[src/rtl/pipelined_adder.sv]
// -----------------------------------------------------------------------------
// pipelined_adder
//
// Pipelined ripple-carry adder. A DATA_WIDTH-bit addition is split into STAGES
// equal slices of CHUNK = DATA_WIDTH/STAGES bits. Stage k adds slice k and
// registers the partial sum and the carry into stage k+1. The operands travel
// with the beat so that later stages can still reach their upper slices. Each
// stage has its own valid bit, so the pipeline can hold bubbles.
// Backpressure is global: when the output holds a result the consumer has not
// taken, no pipeline register moves.
//
// DATA_WIDTH must be divisible by STAGES.
//
// Optional feature: define PIPELINED_ADDER_SUB_EN to add the `sub` input.
// With sub=1 the beat computes a - b - cin: the stage logic uses ~b, and the
// bit-0 carry-in becomes !cin. In that mode sum[DATA_WIDTH]=1 means no borrow.
//
// Ports:
//   clk        clock, rising edge
//   resetn     asynchronous active-low reset
//   in_valid   operand beat valid
//   in_ready   beat accepted this cycle (= !stall, combinational)
//   a, b       operands, DATA_WIDTH bits
//   cin        carry-in to bit 0
//   sub        (PIPELINED_ADDER_SUB_EN only) subtract select, sampled per beat
//   out_valid  result valid
//   out_ready  consumer accepts the result
//   sum        DATA_WIDTH+1 bit result; the MSB is the final carry-out
// -----------------------------------------------------------------------------
module pipelined_adder #(
  parameter int DATA_WIDTH = 32,
  parameter int STAGES     = 4
) (
  input  logic                  clk,
  input  logic                  resetn,
  input  logic                  in_valid,
  output logic                  in_ready,
  input  logic [DATA_WIDTH-1:0] a,
  input  logic [DATA_WIDTH-1:0] b,
  input  logic                  cin,
`ifdef PIPELINED_ADDER_SUB_EN
  input  logic                  sub,
`endif
  output logic                  out_valid,
  input  logic                  out_ready,
  output logic [DATA_WIDTH:0]   sum
);

  localparam int CHUNK = DATA_WIDTH / STAGES;

  logic stall;
  logic sub_w;

`ifdef PIPELINED_ADDER_SUB_EN
  assign sub_w = sub;
`else
  assign sub_w = 1'b0;
`endif

  // Pipeline registers, one entry per stage.
  logic [STAGES-1:0]     vld_q;
  logic [STAGES-1:0]     cry_q;
  logic [STAGES-1:0]     sub_q;
  logic [DATA_WIDTH-1:0] a_q  [STAGES];
  logic [DATA_WIDTH-1:0] b_q  [STAGES];
  logic [DATA_WIDTH-1:0] ps_q [STAGES];  // result slices produced so far

  // Stage inputs: stage 0 takes the ports, stage k takes stage k-1's registers.
  logic [STAGES-1:0]     vld_in;
  logic [STAGES-1:0]     cry_in;
  logic [STAGES-1:0]     sub_in;
  logic [DATA_WIDTH-1:0] a_in  [STAGES];
  logic [DATA_WIDTH-1:0] b_in  [STAGES];
  logic [DATA_WIDTH-1:0] ps_in [STAGES];

  // Stage results.
  logic [STAGES-1:0]     cry_nx;
  logic [DATA_WIDTH-1:0] ps_nx [STAGES];

  assign out_valid = vld_q[STAGES-1];
  assign sum       = {cry_q[STAGES-1], ps_q[STAGES-1]};
  assign stall     = out_valid && !out_ready;
  assign in_ready  = !stall;

  // NOTE: every variable written here gets a value on every pass, stage 0 from
  // the ports and the loop for the rest, so no latch is inferred.
  always_comb begin
    vld_in[0] = in_valid;
    a_in[0]   = a;
    b_in[0]   = b;
    sub_in[0] = sub_w;
    // Subtraction is a + ~b + 1; with a borrow-in the +1 goes away, so the
    // bit-0 carry is cin inverted when sub is set.
    cry_in[0] = cin ^ sub_w;
    ps_in[0]  = '0;
    for (int k = 1; k < STAGES; k++) begin
      vld_in[k] = vld_q[k-1];
      a_in[k]   = a_q[k-1];
      b_in[k]   = b_q[k-1];
      sub_in[k] = sub_q[k-1];
      cry_in[k] = cry_q[k-1];
      ps_in[k]  = ps_q[k-1];
    end

    for (int k = 0; k < STAGES; k++) begin
      logic [CHUNK-1:0] op_b;
      logic [CHUNK:0]   slice;
      op_b  = b_in[k][k*CHUNK +: CHUNK] ^ {CHUNK{sub_in[k]}};
      slice = {1'b0, a_in[k][k*CHUNK +: CHUNK]} + {1'b0, op_b}
              + (CHUNK+1)'(cry_in[k]);
      // Slices above k are still zero in ps_in, so OR merges the new slice in.
      ps_nx[k]  = ps_in[k] | (DATA_WIDTH'(slice[CHUNK-1:0]) << (k*CHUNK));
      cry_nx[k] = slice[CHUNK];
    end
  end

  // NOTE: the datapath registers are reset along with the valids, so that sum
  // reads 0 during reset and no stale slice from before reset can reach the
  // output.
  always_ff @(posedge clk or negedge resetn) begin
    if (!resetn) begin
      vld_q <= '0;
      cry_q <= '0;
      sub_q <= '0;
      for (int k = 0; k < STAGES; k++) begin
        a_q[k]  <= '0;
        b_q[k]  <= '0;
        ps_q[k] <= '0;
      end
    end else if (!stall) begin
      // NOTE: non-blocking assignments, so every stage shifts from the values
      // the stages held before this edge.
      vld_q <= vld_in;
      cry_q <= cry_nx;
      sub_q <= sub_in;
      for (int k = 0; k < STAGES; k++) begin
        a_q[k]  <= a_in[k];
        b_q[k]  <= b_in[k];
        ps_q[k] <= ps_nx[k];
      end
    end
  end

endmodule

[config.mk]
export PLATFORM = sky130hd
export DESIGN_NAME = pipelined_adder
export DESIGN_NICKNAME = d
export VERILOG_FILES = /design/src/rtl/pipelined_adder.sv
export SDC_FILE = /design/constraint.sdc
export NUM_CORES = 1
export LEC_CHECK = 0
export CORE_MARGIN = 1
export CORE_UTILIZATION = 50
export DETAILED_ROUTE_END_ITERATION = 12
export PLACE_DENSITY_LB_ADDON = 0.2
export SLEW_MARGIN = 10
export SYNTH_ARGS = -nofsm -noshare
export SYNTH_HDL_FRONTEND = slang
export SYNTH_SLANG_ARGS = --single-unit
[constraint.sdc]
create_clock -name clk -period 2.7 [get_ports clk]
set_clock_uncertainty 0.05 [all_clocks]
set_input_delay 0.27 -clock clk [delete_from_list [all_inputs] [get_ports clk]]
set_output_delay 0.27 -clock clk [all_outputs]
set_load 0.005 [all_outputs]
# == Word level (Yosys, flattened, before mapping) ==
# Index checks and enable logic that the tools add are counted.
# op_classes
n_addsub,8
n_bitwise,3
n_reduce_logical,3
# ops
op,n
adder 8 x 8 -> 9 bit,4
adder 9 x 1 -> 9 bit,4
OR 32 x 24 -> 32 bit,1
OR 32 bit,1
OR 8 x 16 -> 16 bit,1
zero test 1 bit,2
logical AND 1 bit,1
# word_totals
register_bits,304
input_bits,69
out_inout_bits,35
elab_cells,26

# == Depth between registers and ports, before layout ==
# logic_depth
depth_word,3
depth_mapped,8
depth_no_buf,6

# == Worst setup path after synthesis ==
# No wires, ideal clock.
# synth_path
kind,flip-flop to flip-flop
from,register cry_q[2]
to,register cry_q[3]
arrival_time_ps,2074
required_time_ps,2526
setup_slack_ps,452
path_stages_with_launch,7
path_buffers,0
synth_period_minus_slack_ps,2248
path_cell_list,dfrtp_1 -> fa_1 -> fa_1 -> a211oi_2 -> nor2_1 -> o31a_1 -> o31a_1
# synth_via
elab_chain_len,1
# synth_rtl
element,line,rtl
start: declaration,62,logic [STAGES-1:0] cry_q;
start signal: assignment,134,cry_q <= cry_nx;
adder 9 x 1 -> 9 bit,110,+ (CHUNK+1)'(cry_in[k]);
# No other way between the ends.
# A chain may end at the register's enable or synchronous reset.

# == Final worst setup path ==
# Same ends and word-level chain as after synthesis.

==> reports/results.tsv <==
stage	metric	value	unit
routing	wl_per_cell	13.0	µm
floorplanning	initial_utilization	51.9	%
critical_path	crit_required	2.96	ns
synthesis	yosysTopAreaCellShare	55.0	%
synthesis	ys_types	35	
clock_network	ctsResizeCount	0	
synthesis	avgSynthCellArea	9.13	µm²
place	port_buffers	103	
power_and_ir_drop	ir_drop	539	µV
synthesis	synth_top_area_cell	dfrtp_1	
sta	period_share	89.2	%
global_routing	grt_pass1_wl	28700	µm
job	drv_cap	0	
synthesis	synth_async_sr_flop_share	100	%
routing	drtIter0Drc	447	
power_and_ir_drop	p_leak	0.00504	µW
critical_path	critPathTopFamily	adder cells	
routing	first_pass_iters	4	
clock_network	cts_tree	done	
run_status	status	complete, no violations	
critical_path	cp_cell_sequence	fa_1 -> fa_1 -> a211oi_2 -> nor2_1 -> o31a_1 -> o31a_1	
synthesis	syn_area	8370	µm²
sta	hold_viol	0	
sta	fmax	0.415	GHz
critical_path	critPathMaxStageDelay	0.49	ns
clock_network	path_clk_slew	0.07	ns
power_and_ir_drop	p_per_area	1140	nW/µm²
synthesis	synth_edf_count	0	
sta	rsz0062_at_grt	no	
routing	drc_errors	0	
clock_network	cts_root_buffer	clkbuf_16	
routing	num_vias	6204	
critical_path	crit_buf_inv	0	
floorplanning	ios	104	
critical_path	cp.arrival	2.67	ns
clock_network	tritoncts.num_buffers	17	
floorplanning	core_area	16100	µm²
synthesis	yosysMostFrequentCell	nand2_1	
critical_path	critical_path_class	flop to flop	
place	routabilityCongestion	0.840	
critical_path	crit_fanout	3	
synthesis	synth_warnings	0	
synthesis	synth_cells	917	
sta	worst_slew_pin_slew	0.483	ns
place	hpwl	10700	µm
routing	antenna_left	0	
synthesis	ys_ff_latch	184	
cells_and_area	area_growth	21.6	%
sta	tns	0	ns
sta	setup_viol_count_final	0	
sta	final.min_clock_period	2.41	ns
critical_path	cp-start-kind	flop	
sta	maxSlewViolCount	0	
global_routing	grt_pass1_vias	6011	
hold_path	hold_class	input pin to asynchronous set/reset pin	
floorplanning	rows	46	
floorplanning	die_w	131	µm
global_routing	grt_max_degree	96	
sta	holdWs	0.303	ns
floorplanning	die_area	17300	µm²
synthesis	synth_ff_type	dfrtp_1	
global_routing	antenna_found_initial	0	
critical_path	crit_path_end_kind	flop	
cells_and_area	diodes	0	
routing	drt-vias-per-instance	5.02	
clock_network	clk_latency	0.43	ns
routing	drt-total-wl	16000	µm
cells_and_area	fin_nets	1113	
clock_network	clockBufferDepth	2	
synthesis	synthTopCellsByCount	nand2_1 (486), dfrtp_1 (184), o21ai_0 (29)	
sta	slew_headroom	67.7	%
clock_network	htree_levels	4	
critical_path	cp_slowest_cell	fa_1	
global_routing	grt-ovfl-total	0	
synthesis	synthTopCellsByArea	dfrtp_1 (55%), nand2_1 (22%), ha_1 (4.2%)	
synthesis	synth_nets	1022	
clock_network	cts.sinks	184	
global_routing	grt_usage	20.4	%
floorplanning	dieHeight	131	µm
synthesis	ys_seq_area_share	55.0	%
cells_and_area	drive_above_1_share	4.70	%
repair_timing:
action                    CTS  global route
hold endpoints to repair   47             0
buffers inserted            0             0
hold buffers                1             0
power by group:
part | internal (µW) | leakage (µW) | switching [µW]
clock network | 1530 | 0.000289 | 1050
logic | 2090 | 0.00252 | 2350
registers | 3960 | 0.00222 | 675
placed cells by master (no fill, tap or decap), types with 2 or more instances in the layout:
master / count
nand2_1: 486
dfrtp_1: 184
clkdlybuf4s50_1: 102
o21ai_0: 29
ha_1: 28
nor3b_1: 26
clkbuf_16: 17
a211oi_1: 16
buf_4: 10
nor3_1: 9
o21bai_1: 8
mux2i_1: 8
a21o_1: 8
fa_1: 8
a21oi_1: 7
o21a_1: 6
nand3_1: 5
nand2b_1: 5
a221oi_1: 5
o31a_1: 4
o31ai_1: 4
xnor2_1: 4
clkbuf_8: 4
clkinvlp_4: 4
or4b_1: 3
bufinv_16: 3
buf_12: 3
a31oi_1: 2
a211oi_2: 2
nor2_1: 2
o22a_1: 2
a221o_1: 2
nor4_1: 2
a211o_1: 2
nor4b_1: 2
clkbuf_1: 2
cells by family (layout without fill, tap and decap cells):
logic type / count (synthesis) / in the layout / synth area share [%]
AOI/OAI and AO/OA: 98 / 98 / 8.03
xor gates and xnor gates: 4 / 4 / 0.418
adders and majority gates: 36 / 36 / 6.10
buffers and inverters: 46 / 150 / 3.18
DFF: 184 / 184 / 55.0
muxes: 8 / 8 / 0.957
and+or+nand+nor: 541 / 541 / 26.3
sequential cells by signal (all words and copies together), names as in the netlist:
register  flops
cry_q         4
sum          32
ps_in        48
b_in         48
vld_q         4
a_in         48
per-stage QoR:
step                setup WS (ns)  util [%]  power, µW  cells  instance area, µm²
finish                      0.291      63.2      11600   1237               10200
global route                0.156      63.2      12600   1237               10200
CTS                         0.293      63.2      11800   1237               10200
detailed placement         0.0617      59.3       9130   1204                9550
global placement           0.0816      59.3       8990   1204                9550
floorplan                   0.452         -       7690    917                8370
area by class of cell:
type                    instances  area (µm²)
flip-flops and latches        184        4600
clock buffers                  22         474
inverters                       1        6.26
clock inverters                10         143
well taps                     216         270
repair buffers                117        1180
fillers                      1417        5940
multi-input cells             687        3500
final timing paths:
| kind | startpoint | end | slack (ns) | depth (start not counted) |
|---|---|---|---|---|
| worst min-delay path | resetn | ps_in[39] | 0.30 | 2 |
| max in group asynchronous | resetn | b_in[30] | 1.51 | 3 |
| min in group clk | b[19] | b_in[83] | 0.32 | 3 |
| worst max register to register | cry_q[2] | cry_q[3] | 0.29 | 6 |
| worst min register to register | sum[6] | sum[6] | 0.41 | 2 |
| worst max-delay path | cry_q[2] | cry_q[3] | 0.29 | 6 |
metal layers:
metal / vias up / global-route usage, % / share of wire (%)
met5: - / 0 / 0
met4: 0 / 7.62 / 2.0
met3: 25 / 3.47 / 3.5
met2: 111 / 29.8 / 43
met1: 2908 / 30.4 / 52
li1: 3160 / - / -
No activity file was read; power rests on OpenSTA's default activity.
